--- config.mk ---
export PLATFORM = sky130hd
export DESIGN_NAME = reg_window_ctrl
export DESIGN_NICKNAME = d
export VERILOG_FILES = /design/src/rtl/reg_window_ctrl.sv
export SDC_FILE = /design/constraint.sdc
export NUM_CORES = 1
export LEC_CHECK = 0
export CAP_MARGIN = 0
export CORE_MARGIN = 1
export CORE_UTILIZATION = 44
export DETAILED_ROUTE_END_ITERATION = 10
export HOLD_SLACK_MARGIN = 0.15
export PLACE_DENSITY = 0.78
export SYNTH_ARGS = -nofsm -noshare
export SYNTH_HDL_FRONTEND = slang
export SYNTH_SLANG_ARGS = --single-unit
--- constraint.sdc ---
create_clock -name clock -period 3.25 [get_ports clock]
set_clock_uncertainty 0.15 [all_clocks]
set_input_delay 0.65 -clock clock [delete_from_list [all_inputs] [get_ports clock]]
set_output_delay 0.65 -clock clock [all_outputs]
set_load 0.02 [all_outputs]
--- src/rtl/reg_window_ctrl.sv ---
// Register-window spill/fill controller: turns save/restore into window moves and spills/fills
// windows to a memory stack on overflow/underflow. Define WINCTRL_STATS_EN for spill/fill counters.
module reg_window_ctrl #(
    parameter int NUM_PHYS = 32,
    parameter int MAX_RES  = 7,
    parameter int CNT_W    = 12
) (
    input  logic        clock,
    input  logic        reset,
    input  logic        save_req,
    input  logic        restore_req,
    output logic        busy,
    output logic [1:0]  winAddSub,
    output logic [4:0]  wp,
    output logic        underflow_err,
    output logic        overflow_err,
    input  logic [15:0] sp_base,
    output logic        mem_req,
    output logic        mem_we,
    output logic [15:0] mem_addr,
    output logic [15:0] mem_wdata,
    input  logic [15:0] mem_rdata,
    input  logic        mem_ack,
    output logic [4:0]  rf_sel,
    input  logic [15:0] rf_rdata,
    output logic [15:0] rf_wdata,
    output logic        rf_we
`ifdef WINCTRL_STATS_EN
    ,
    output logic [15:0] n_spills,
    output logic [15:0] n_fills
`endif
);

    localparam int WP_W  = $clog2(NUM_PHYS);
    localparam int RES_W = $clog2(MAX_RES + 1);

    localparam logic [WP_W-1:0]  STRIDE   = WP_W'(4);
    localparam logic [WP_W-1:0]  SEL_ONE  = WP_W'(1);
    localparam logic [RES_W-1:0] RES_ONE  = RES_W'(1);
    localparam logic [RES_W-1:0] RES_MAX  = RES_W'(MAX_RES);
    localparam logic [CNT_W-1:0] CNT_ONE  = CNT_W'(1);
    localparam logic [CNT_W-1:0] CNT_MAX  = '1;
    localparam logic [1:0]       CMD_ADD  = 2'b10;
    localparam logic [1:0]       CMD_SUB  = 2'b01;
    localparam logic [1:0]       CMD_HOLD = 2'b00;

    typedef enum logic [2:0] {
        S_IDLE,
        S_SPILL,
        S_ADV,
        S_FILL,
        S_RET
    } state_e;

    state_e           state_q;
    logic [WP_W-1:0]  wp_q;
    logic [RES_W-1:0] res_q;
    logic [CNT_W-1:0] spill_cnt_q;
    logic [1:0]       beat_q;
    logic [1:0]       win_cmd_q;
    logic             ovf_q;
    logic             unf_q;
    logic             mem_req_q;
    logic             mem_we_q;
    logic [15:0]      mem_addr_q;
    logic [WP_W-1:0]  rf_sel_q;

    logic [WP_W-1:0]  res_off_d;
    logic [WP_W-1:0]  spill_base_d;
    logic [WP_W-1:0]  fill_base_d;
    logic [CNT_W-1:0] cnt_m1_d;
    logic [15:0]      spill_addr_d;
    logic [15:0]      fill_addr_d;
    logic             last_beat_ack;

    // Oldest resident window sits (res-1) windows below the current one; its top 4 regs go out.
    always_comb begin
        res_off_d    = WP_W'(res_q - RES_ONE) << 2;
        spill_base_d = wp_q - res_off_d;
        fill_base_d  = wp_q - STRIDE;
        cnt_m1_d     = spill_cnt_q - CNT_ONE;
        spill_addr_d = sp_base + 16'({spill_cnt_q, 2'b00});
        fill_addr_d  = sp_base + 16'({cnt_m1_d, 2'b00});
    end

    assign last_beat_ack = mem_req_q && mem_ack && (beat_q == 2'd3);

    // NOTE: all state and registered outputs use non-blocking assignments so every
    // right-hand side sees the pre-edge value regardless of statement order.
    always_ff @(posedge clock or posedge reset) begin
        if (reset) begin
            state_q     <= S_IDLE;
            wp_q        <= '0;
            res_q       <= RES_ONE;
            spill_cnt_q <= '0;
            beat_q      <= '0;
            win_cmd_q   <= CMD_HOLD;
            ovf_q       <= 1'b0;
            unf_q       <= 1'b0;
            mem_req_q   <= 1'b0;
            mem_we_q    <= 1'b0;
            mem_addr_q  <= '0;
            rf_sel_q    <= '0;
        end else begin
            ovf_q <= 1'b0;
            unf_q <= 1'b0;
            case (state_q)
                S_IDLE: begin
                    if (save_req) begin
                        if (res_q < RES_MAX) begin
                            res_q     <= res_q + RES_ONE;
                            state_q   <= S_ADV;
                            win_cmd_q <= CMD_ADD;
                        end else if (spill_cnt_q == CNT_MAX) begin
                            ovf_q <= 1'b1;
                        end else begin
                            state_q    <= S_SPILL;
                            mem_req_q  <= 1'b1;
                            mem_we_q   <= 1'b1;
                            mem_addr_q <= spill_addr_d;
                            rf_sel_q   <= spill_base_d;
                            beat_q     <= '0;
                        end
                    end else if (restore_req) begin
                        if (res_q > RES_ONE) begin
                            res_q     <= res_q - RES_ONE;
                            state_q   <= S_RET;
                            win_cmd_q <= CMD_SUB;
                        end else if (spill_cnt_q == '0) begin
                            unf_q <= 1'b1;
                        end else begin
                            state_q    <= S_FILL;
                            mem_req_q  <= 1'b1;
                            mem_we_q   <= 1'b0;
                            mem_addr_q <= fill_addr_d;
                            rf_sel_q   <= fill_base_d;
                            beat_q     <= '0;
                        end
                    end
                end
                S_SPILL, S_FILL: begin
                    if (last_beat_ack) begin
                        mem_req_q  <= 1'b0;
                        mem_we_q   <= 1'b0;
                        mem_addr_q <= '0;
                        rf_sel_q   <= '0;
                        beat_q     <= '0;
                        if (state_q == S_SPILL) begin
                            spill_cnt_q <= spill_cnt_q + CNT_ONE;
                            state_q     <= S_ADV;
                            win_cmd_q   <= CMD_ADD;
                        end else begin
                            spill_cnt_q <= cnt_m1_d;
                            state_q     <= S_RET;
                            win_cmd_q   <= CMD_SUB;
                        end
                    end else if (mem_ack) begin
                        beat_q     <= beat_q + 2'd1;
                        mem_addr_q <= mem_addr_q + 16'd1;
                        rf_sel_q   <= rf_sel_q + SEL_ONE;
                    end
                end
                S_ADV: begin
                    wp_q      <= wp_q + STRIDE;
                    win_cmd_q <= CMD_HOLD;
                    state_q   <= S_IDLE;
                end
                S_RET: begin
                    wp_q      <= wp_q - STRIDE;
                    win_cmd_q <= CMD_HOLD;
                    state_q   <= S_IDLE;
                end
                default: state_q <= S_IDLE;
            endcase
        end
    end

    assign busy          = (state_q != S_IDLE);
    assign winAddSub     = win_cmd_q;
    assign wp            = wp_q;
    assign overflow_err  = ovf_q;
    assign underflow_err = unf_q;
    assign mem_req       = mem_req_q;
    assign mem_we        = mem_we_q;
    assign mem_addr      = mem_addr_q;
    assign rf_sel        = rf_sel_q;

    // Spill data and fill write-back are pass-throughs of the combinational RF read and memory data.
    assign mem_wdata = (state_q == S_SPILL) ? rf_rdata : '0;
    assign rf_we     = (state_q == S_FILL) && mem_ack;
    assign rf_wdata  = rf_we ? mem_rdata : '0;

`ifdef WINCTRL_STATS_EN
    logic [15:0] n_spills_q;
    logic [15:0] n_fills_q;

    always_ff @(posedge clock or posedge reset) begin
        if (reset) begin
            n_spills_q <= '0;
            n_fills_q  <= '0;
        end else if (last_beat_ack) begin
            if (state_q == S_SPILL && n_spills_q != 16'hFFFF) begin
                n_spills_q <= n_spills_q + 16'd1;
            end
            if (state_q == S_FILL && n_fills_q != 16'hFFFF) begin
                n_fills_q <= n_fills_q + 16'd1;
            end
        end
    end

    assign n_spills = n_spills_q;
    assign n_fills  = n_fills_q;
`endif

endmodule

==> out/metrics.cfg, run 1 <==
[timing]
setup_viol=1
worst_slew_pin_slew_ns=0.684
period_needed_ns=3.25
rsz0062_at_grt=yes
period_share=1.00
hold_violations=0
relSlewSlack=0.543
drv_slew=0
setup_ws_ns=-0.00172
fmax_ghz=0.308

[synthesis]
synth-main-ff-cell=dfrtp_1
ys_seq_elements=50
synth_cells=515
async_flop_share=1.00
yosysTopAreaCellShare=0.293
synthTopCellsByArea=dfrtp_1 (29%), ha_1 (7.5%), and2_1 (5.7%)
ys_seq_area_frac=0.299
yosysUniqueCellTypes=63
yosys-top-cells-count=dfrtp_1 (49), o21ai_0 (44), nor2_1 (41)
yosysTopAreaCell=dfrtp_1
synth_edf_count=0
yosysMostFrequentCell=dfrtp_1
yosysWarningCount=0
syn-cell-area_sq_um=4190
syn-mean-instance-area_sq_um=8.13

[global_route]
grt_max_degree=32
overflow=0
grt_pass1_wl_microns=19900
grt_pass1_vias=4181
track_usage=0.246
antenna_found_initial=0

[worst_setup_path]
critPathCaptureType=flop
crit_chain=inv_4 > ha_4 > or3b_4 > or3_4 > nor4_4 > xor2_1 > ha_1 > nand2_1 > o21a_1 > buf_6 > buf_6 > o211ai_1 > xnor2_1 > o311ai_1
cp.arrival_ns=3.31
worst_r2r_endpoint=mem_addr[15]
rr_worst_depth=14
start_kind=flop
setup.worst_path.class=flop to flop
startpoint=spill_cnt_q[0]
cpPeakStageDelay_ns=0.43
required_ns=3.31
cpLargestDelayFamily=simple AND/OR/NAND/NOR gates
crit_end=mem_addr[15]
crit_top_cell=buf_6
crit_buf_inv=3
r2r_slack_ns=-0.002
path_max_fanout=4
worstReg2RegStart=spill_cnt_q[0]
cp_slowest_cell=dfrtp_2
worst-path-stages=14

[route]
drt_iter0_drc=187
drt-total-wl_microns=12200
vias=4326
via_per_inst=5.53
route.detailed.drc=0
drtPass1Iterations=5
drt-wirelength-per-cell_microns=15.6
ant_nets=0

[die]
initial_core_util=0.453
num_rows=35
die-area_sq_um=9920
die_h_microns=99.6
die_w_microns=99.6
io_pins=119
design.core.area_sq_um=9240

[clock_network]
h-tree-depth=2
clkSlewWorstSetupHoldPaths_ns=0.10
cts-buffers-inserted=5
clock_sinks=50
cts_tree=built
clkLatencyLatePin_ns=0.31
ctsRootBufferMaster=clkbuf_8
clock_path_buffers=2

[cells_and_area]
diodes=0
nets=732
fill_cells=783
syn_to_final_growth_pct=41.9
utilization=0.643
stdcell_area_sq_um=5940
drive_gt1_frac=0.144
multi_input_area_sq_um=2780
stdcell_count=782
ff_latch_area_sq_um=1250

[placed_design]
dp_hpwl_microns=9320
port_buffers=116
dp_cells=771
placed_cell_area_sq_um=5740
gp_congestion=0.975

[run]
drv_cap=0

[power_and_ir_drop]
power_density_nw_per_um2=937
p_int_mw=2.94
ir_drop_mv=0.382
switchingPower_mw=2.63
clkPwrFrac=0.082
seq_power_share=0.219
netSwitchingFraction=0.473
leakage_nw=2.49
comb_power_share=0.698

[status]
violations=setup timing
status=finished with violations

[min_path]
hold_class=flop to flop
min_path_cells=1

## per-layer routing
metal / GRT usage / vias to the layer above / part of all wire
met5: 0 / - / 0
met4: 0.0520 / 0 / 0.012
met3: 0.0379 / 18 / 0.046
met2: 0.444 / 135 / 0.51
met1: 0.310 / 2075 / 0.43
li1: - / 2098 / -
## timing repair
action                                  4_1_cts  5_1_grt
hold buffers                                  0        0
resized for setup                             5       15
buffers inserted                              3        1
endpoints found under the setup margin        4        8
pin swaps                                     6       11
## layout by cell type (no fill, tap or decap), types with 3 or more instances in the layout
cell and count:
clkdlybuf4s50_1 116, buf_4 49, dfrtp_1 48, nor2_1 39
o21ai_0 38, and2_1 38, nand2_1 36, a21oi_1 26
ha_1 24, xnor2_1 23, nor3_1 18, xor2_1 18
nand3_1 14, inv_1 14, nand4_1 10, a21o_1 6
o21ai_1 6, nor2b_1 5, nor4_1 5, o21a_1 5
and3_1 5, a22oi_1 5, a22o_1 5, clkbuf_8 5
a31oi_1 4, or4_1 4, or3_1 3, o31ai_1 3
and4_1 3, nand2b_1 3, or2_2 3, nor2_2 3
a211oi_2 3, o22ai_1 3, o311ai_1 3, o211ai_1 3
mux2i_1 3, a32oi_1 3
## per-stage QoR
step | setup slack (ns) | power (mW) | TNS (ns) | hold slack [ns]
after floorplan | 0.00431 | 3.50 | 0 | 0.304
after detailed placement | -0.217 | 4.97 | -0.807 | 0.322
after global routing | -0.256 | 5.99 | -0.712 | 0.373
after global placement | -0.117 | 4.85 | -0.353 | 0.314
after CTS | -0.0301 | 5.48 | -0.0621 | 0.357
final | -0.00172 | 5.57 | -0.00172 | 0.356
## power groups by stage
stage / logic, mW / clock network (mW) / registers [mW]
global placement: 3.65 / 0 / 1.20
detailed placement: 3.75 / 0 / 1.22
global route: 4.24 / 0.488 / 1.26
finish: 3.89 / 0.459 / 1.22
floorplan: 2.20 / 0 / 1.30
CTS: 3.80 / 0.466 / 1.21
## layout make-up
cell class / count / area share
well taps: 129 / 0.0272
repair buffers: 168 / 0.264
flip-flops and latches: 50 / 0.211
clock inverters: 2 / 0.00652
clock buffers: 6 / 0.0122
multi-input cells: 410 / 0.468
inverters: 17 / 0.0112
## flip-flops by register name, summed over array words and instances, names as in the netlist, 2 cells and up
signal / flops
state_q: 3
winAddSub: 2
res_q: 3
spill_cnt_q: 12
beat_q: 2
mem_addr: 16
wp: 3
rf_sel: 5
## worst min-delay path by stage
stage                       from      endpoint  slack (ns)
CTS                 winAddSub[1]  winAddSub[1]        0.36
finish              winAddSub[1]  winAddSub[1]        0.36
global route        winAddSub[1]  winAddSub[1]        0.37
detailed placement  winAddSub[1]  winAddSub[1]        0.32
floorplan              beat_q[1]     beat_q[1]        0.30
global placement       beat_q[1]     beat_q[1]        0.31
## kinds of logic after synthesis
family                   Yosys count  share of synthesized area
XOR/XNOR                          41                     0.0857
AO/OA/AOI/OAI                    131                      0.200
adder cells (fa/ha/maj)           27                     0.0842
multiplexers                       4                    0.00986
buffers and inverters             56                     0.0603
flip-flops                        50                      0.299
AND/OR/NAND/NOR                  205                      0.260
other                              1                   0.000895
No activity file was read; power rests on OpenSTA's default activity.
==> run 2: changes to the inputs <==
CAP_MARGIN = 20   (was 0)
==> results of run 2 <==
No change in the layout: final DEF, timing and power equal those of run 1.
==> run 3: changes to the inputs <==
CORE_UTILIZATION = 45   (was 44)
PLACE_DENSITY = 0.76   (was 0.78)
clock period = 4.05 ns   (was 3.25 ns; I/O delays follow)
==> out/metrics.cfg, run 3 (synthesis gave the netlist of run 1 again) <==
[timing]
relSlewSlack=0.474  ; was 0.543
hold_violations=0  ; unchanged
period_needed_ns=3.78  ; was 3.25 ns
period_share=0.933  ; was 1.00
worst_slew_pin_slew_ns=0.786  ; was 0.684 ns
fmax_ghz=0.265  ; was 0.308 GHz
rsz0062_at_grt=no  ; was yes
setup_viol=0  ; was 1
final.setup.tns_ns=0  ; was -0.00172 ns
drv_slew=0  ; unchanged

[route]
drt_iter0_drc=213  ; was 187
via_per_inst=5.70  ; was 5.53
vias=4101  ; was 4326
route.detailed.drc=5  ; was 0
drt-wirelength-per-cell_microns=15.5  ; was 15.6 microns
drt-total-wl_microns=11200  ; was 12200 microns
ant_nets=0  ; unchanged
drtPass1Iterations=10  ; was 5

[die]
num_rows=34  ; was 35
die_w_microns=98.5  ; was 99.6 microns
initial_core_util=0.473  ; was 0.453
design.core.area_sq_um=8850  ; was 9240 sq um
io_pins=119  ; unchanged
die_h_microns=98.5  ; was 99.6 microns
die-area_sq_um=9700  ; was 9920 sq um

[worst_setup_path]
startpoint=spill_cnt_q[1]  ; was spill_cnt_q[0]
rr_worst_depth=14  ; unchanged
worstReg2RegStart=spill_cnt_q[1]  ; was spill_cnt_q[0]
worst_r2r_endpoint=mem_addr[15]  ; unchanged
critPathCaptureType=flop  ; unchanged
required_ns=4.09  ; was 3.31 ns
crit_end=mem_addr[15]  ; unchanged
path_max_fanout=8  ; was 4
cp.arrival_ns=3.82  ; was 3.31 ns
start_kind=flop  ; unchanged
r2r_slack_ns=0.27  ; was -0.002 ns
setup.worst_path.class=flop to flop  ; unchanged

[placed_design]
dp_hpwl_microns=8540  ; was 9320 microns
port_buffers=116  ; unchanged
placed_cell_area_sq_um=5370  ; was 5740 sq um
dp_cells=710  ; was 771
gp_congestion=0.916  ; was 0.975

[cells_and_area]
mostFrequentLayoutCell=clkdlybuf4s50_1  ; unchanged
nets=690  ; was 732
largest_register_ffs=16  ; unchanged
diodes=0  ; unchanged
stdcell_count=719  ; was 782
utilization=0.619  ; was 0.643
stdcell_area_sq_um=5480  ; was 5940 sq um
syn_to_final_growth_pct=30.8  ; was 41.9%
drive_gt1_frac=0.0556  ; was 0.144
final_cell_mix=clkdlybuf4s50_1 (116), dfrtp_1 (49), o21ai_0 (44), nor2_1 (41)  ; was clkdlybuf4s50_1 (116), buf_4 (49), dfrtp_1 (48), nor2_1 (39)

[clock_network]
h-tree-depth=2  ; unchanged
postCtsSetupBuffers=0  ; was 3
clkSlewWorstSetupHoldPaths_ns=0.10  ; about the same
clock_sinks=50  ; unchanged
postCtsHoldBufs=0  ; unchanged
cts_tree=built  ; unchanged
clock_path_buffers=2  ; unchanged
ctsRootBufferMaster=clkbuf_8  ; unchanged
cts-buffers-inserted=5  ; unchanged
clkLatencyLatePin_ns=0.31  ; about the same

[power_and_ir_drop]
ir_drop_mv=0.268  ; was 0.382 mV
power_density_nw_per_um2=726  ; was 937 nW/um^2
power.total_mw=3.98  ; was 5.57 mW
leakage_nw=2.26  ; was 2.49 nW

[global_route]
grt_pass1_wl_microns=18500  ; was 19900 microns
met2_usage=0.397  ; was 0.444
grt_pass1_vias=3835  ; was 4181
use_met1=0.314  ; was 0.310
grt_most_used_layer=met2  ; unchanged
antenna_found_initial=0  ; unchanged
overflow=0  ; unchanged
grt_max_degree=51  ; was 32
met3_usage=0.0362  ; was 0.0379
track_usage=0.233  ; was 0.246

[min_path]
hold_class=flop to flop  ; unchanged

[status]
status=finished with violations  ; unchanged
violations=DRC  ; was setup timing

[run]
drv_cap=0  ; unchanged

==> run 3: cell count changes in the layout (fill, tap and decap cells not counted), sizes merged <==
cell | previous run | this run
clkinv | 1 | 0
buf | 52 | 10
clkinvlp | 0 | 2
bufinv | 1 | 0
==> run 3: stage by stage <==
step           hold WS, ns  worst slack [ns]
6_report             0.362             0.270
5_1_grt              0.389           0.00928
4_1_cts              0.362             0.253
3_5_place_dp         0.326             0.193
3_3_place_gp         0.312             0.279
2_1_floorplan        0.304             0.572
==> run 3: routing by layer <==
metal	vias up	routed length, microns
met5	-	0
met4	0	168
met3	19	666
met2	162	5390
met1	1910	4940
li1	2010	-
==> run 3: power breakdown <==
group	internal, mW	switching (mW)
Clock	0.122	0.180
Combinational	1.21	1.46
Sequential	0.706	0.302
==> run 3: worst min-delay path by stage <==
stage / from / endpoint / cells after the start
2_1_floorplan: beat_q[1] / beat_q[1] / 2
3_3_place_gp: winAddSub[1] / winAddSub[1] / 1
3_5_place_dp: winAddSub[1] / winAddSub[1] / 1
4_1_cts: beat_q[1] / beat_q[1] / 2
5_1_grt: wp[4] / wp[4] / 1
6_report: winAddSub[1] / winAddSub[1] / 1
==> run 3: what timing repair did <==
item	4_1_cts	5_1_grt
setup endpoints to repair	0	1
hold endpoints to repair	0	0
gates resized for setup	0	1
==> run 3: final cells by class <==
| cell class | count | area (sq um) |
|---|---|---|
| repair buffers | 126 | 1250 |
| well taps | 108 | 135 |
| clock buffers | 6 | 72.6 |
| clock inverters | 2 | 15.0 |
| multi-input cells | 410 | 2690 |
| flip-flops and latches | 50 | 1250 |
| fillers | 777 | 3370 |
| inverters | 17 | 63.8 |
==> run 3: critical path, stage by stage, from the launching register on <==
cell and delay [ns]:
dfrtp_1 0.45, inv_1 0.16, ha_1 0.23, or3b_2 0.49, or3_1 0.35, nor4_2 0.24
nand2_1 0.11, xnor2_1 0.14, ha_1 0.38, a21oi_1 0.18, nor2b_1 0.05, o21ai_0 0.15
o211ai_1 0.13, xnor2_1 0.14, o311ai_0 0.30
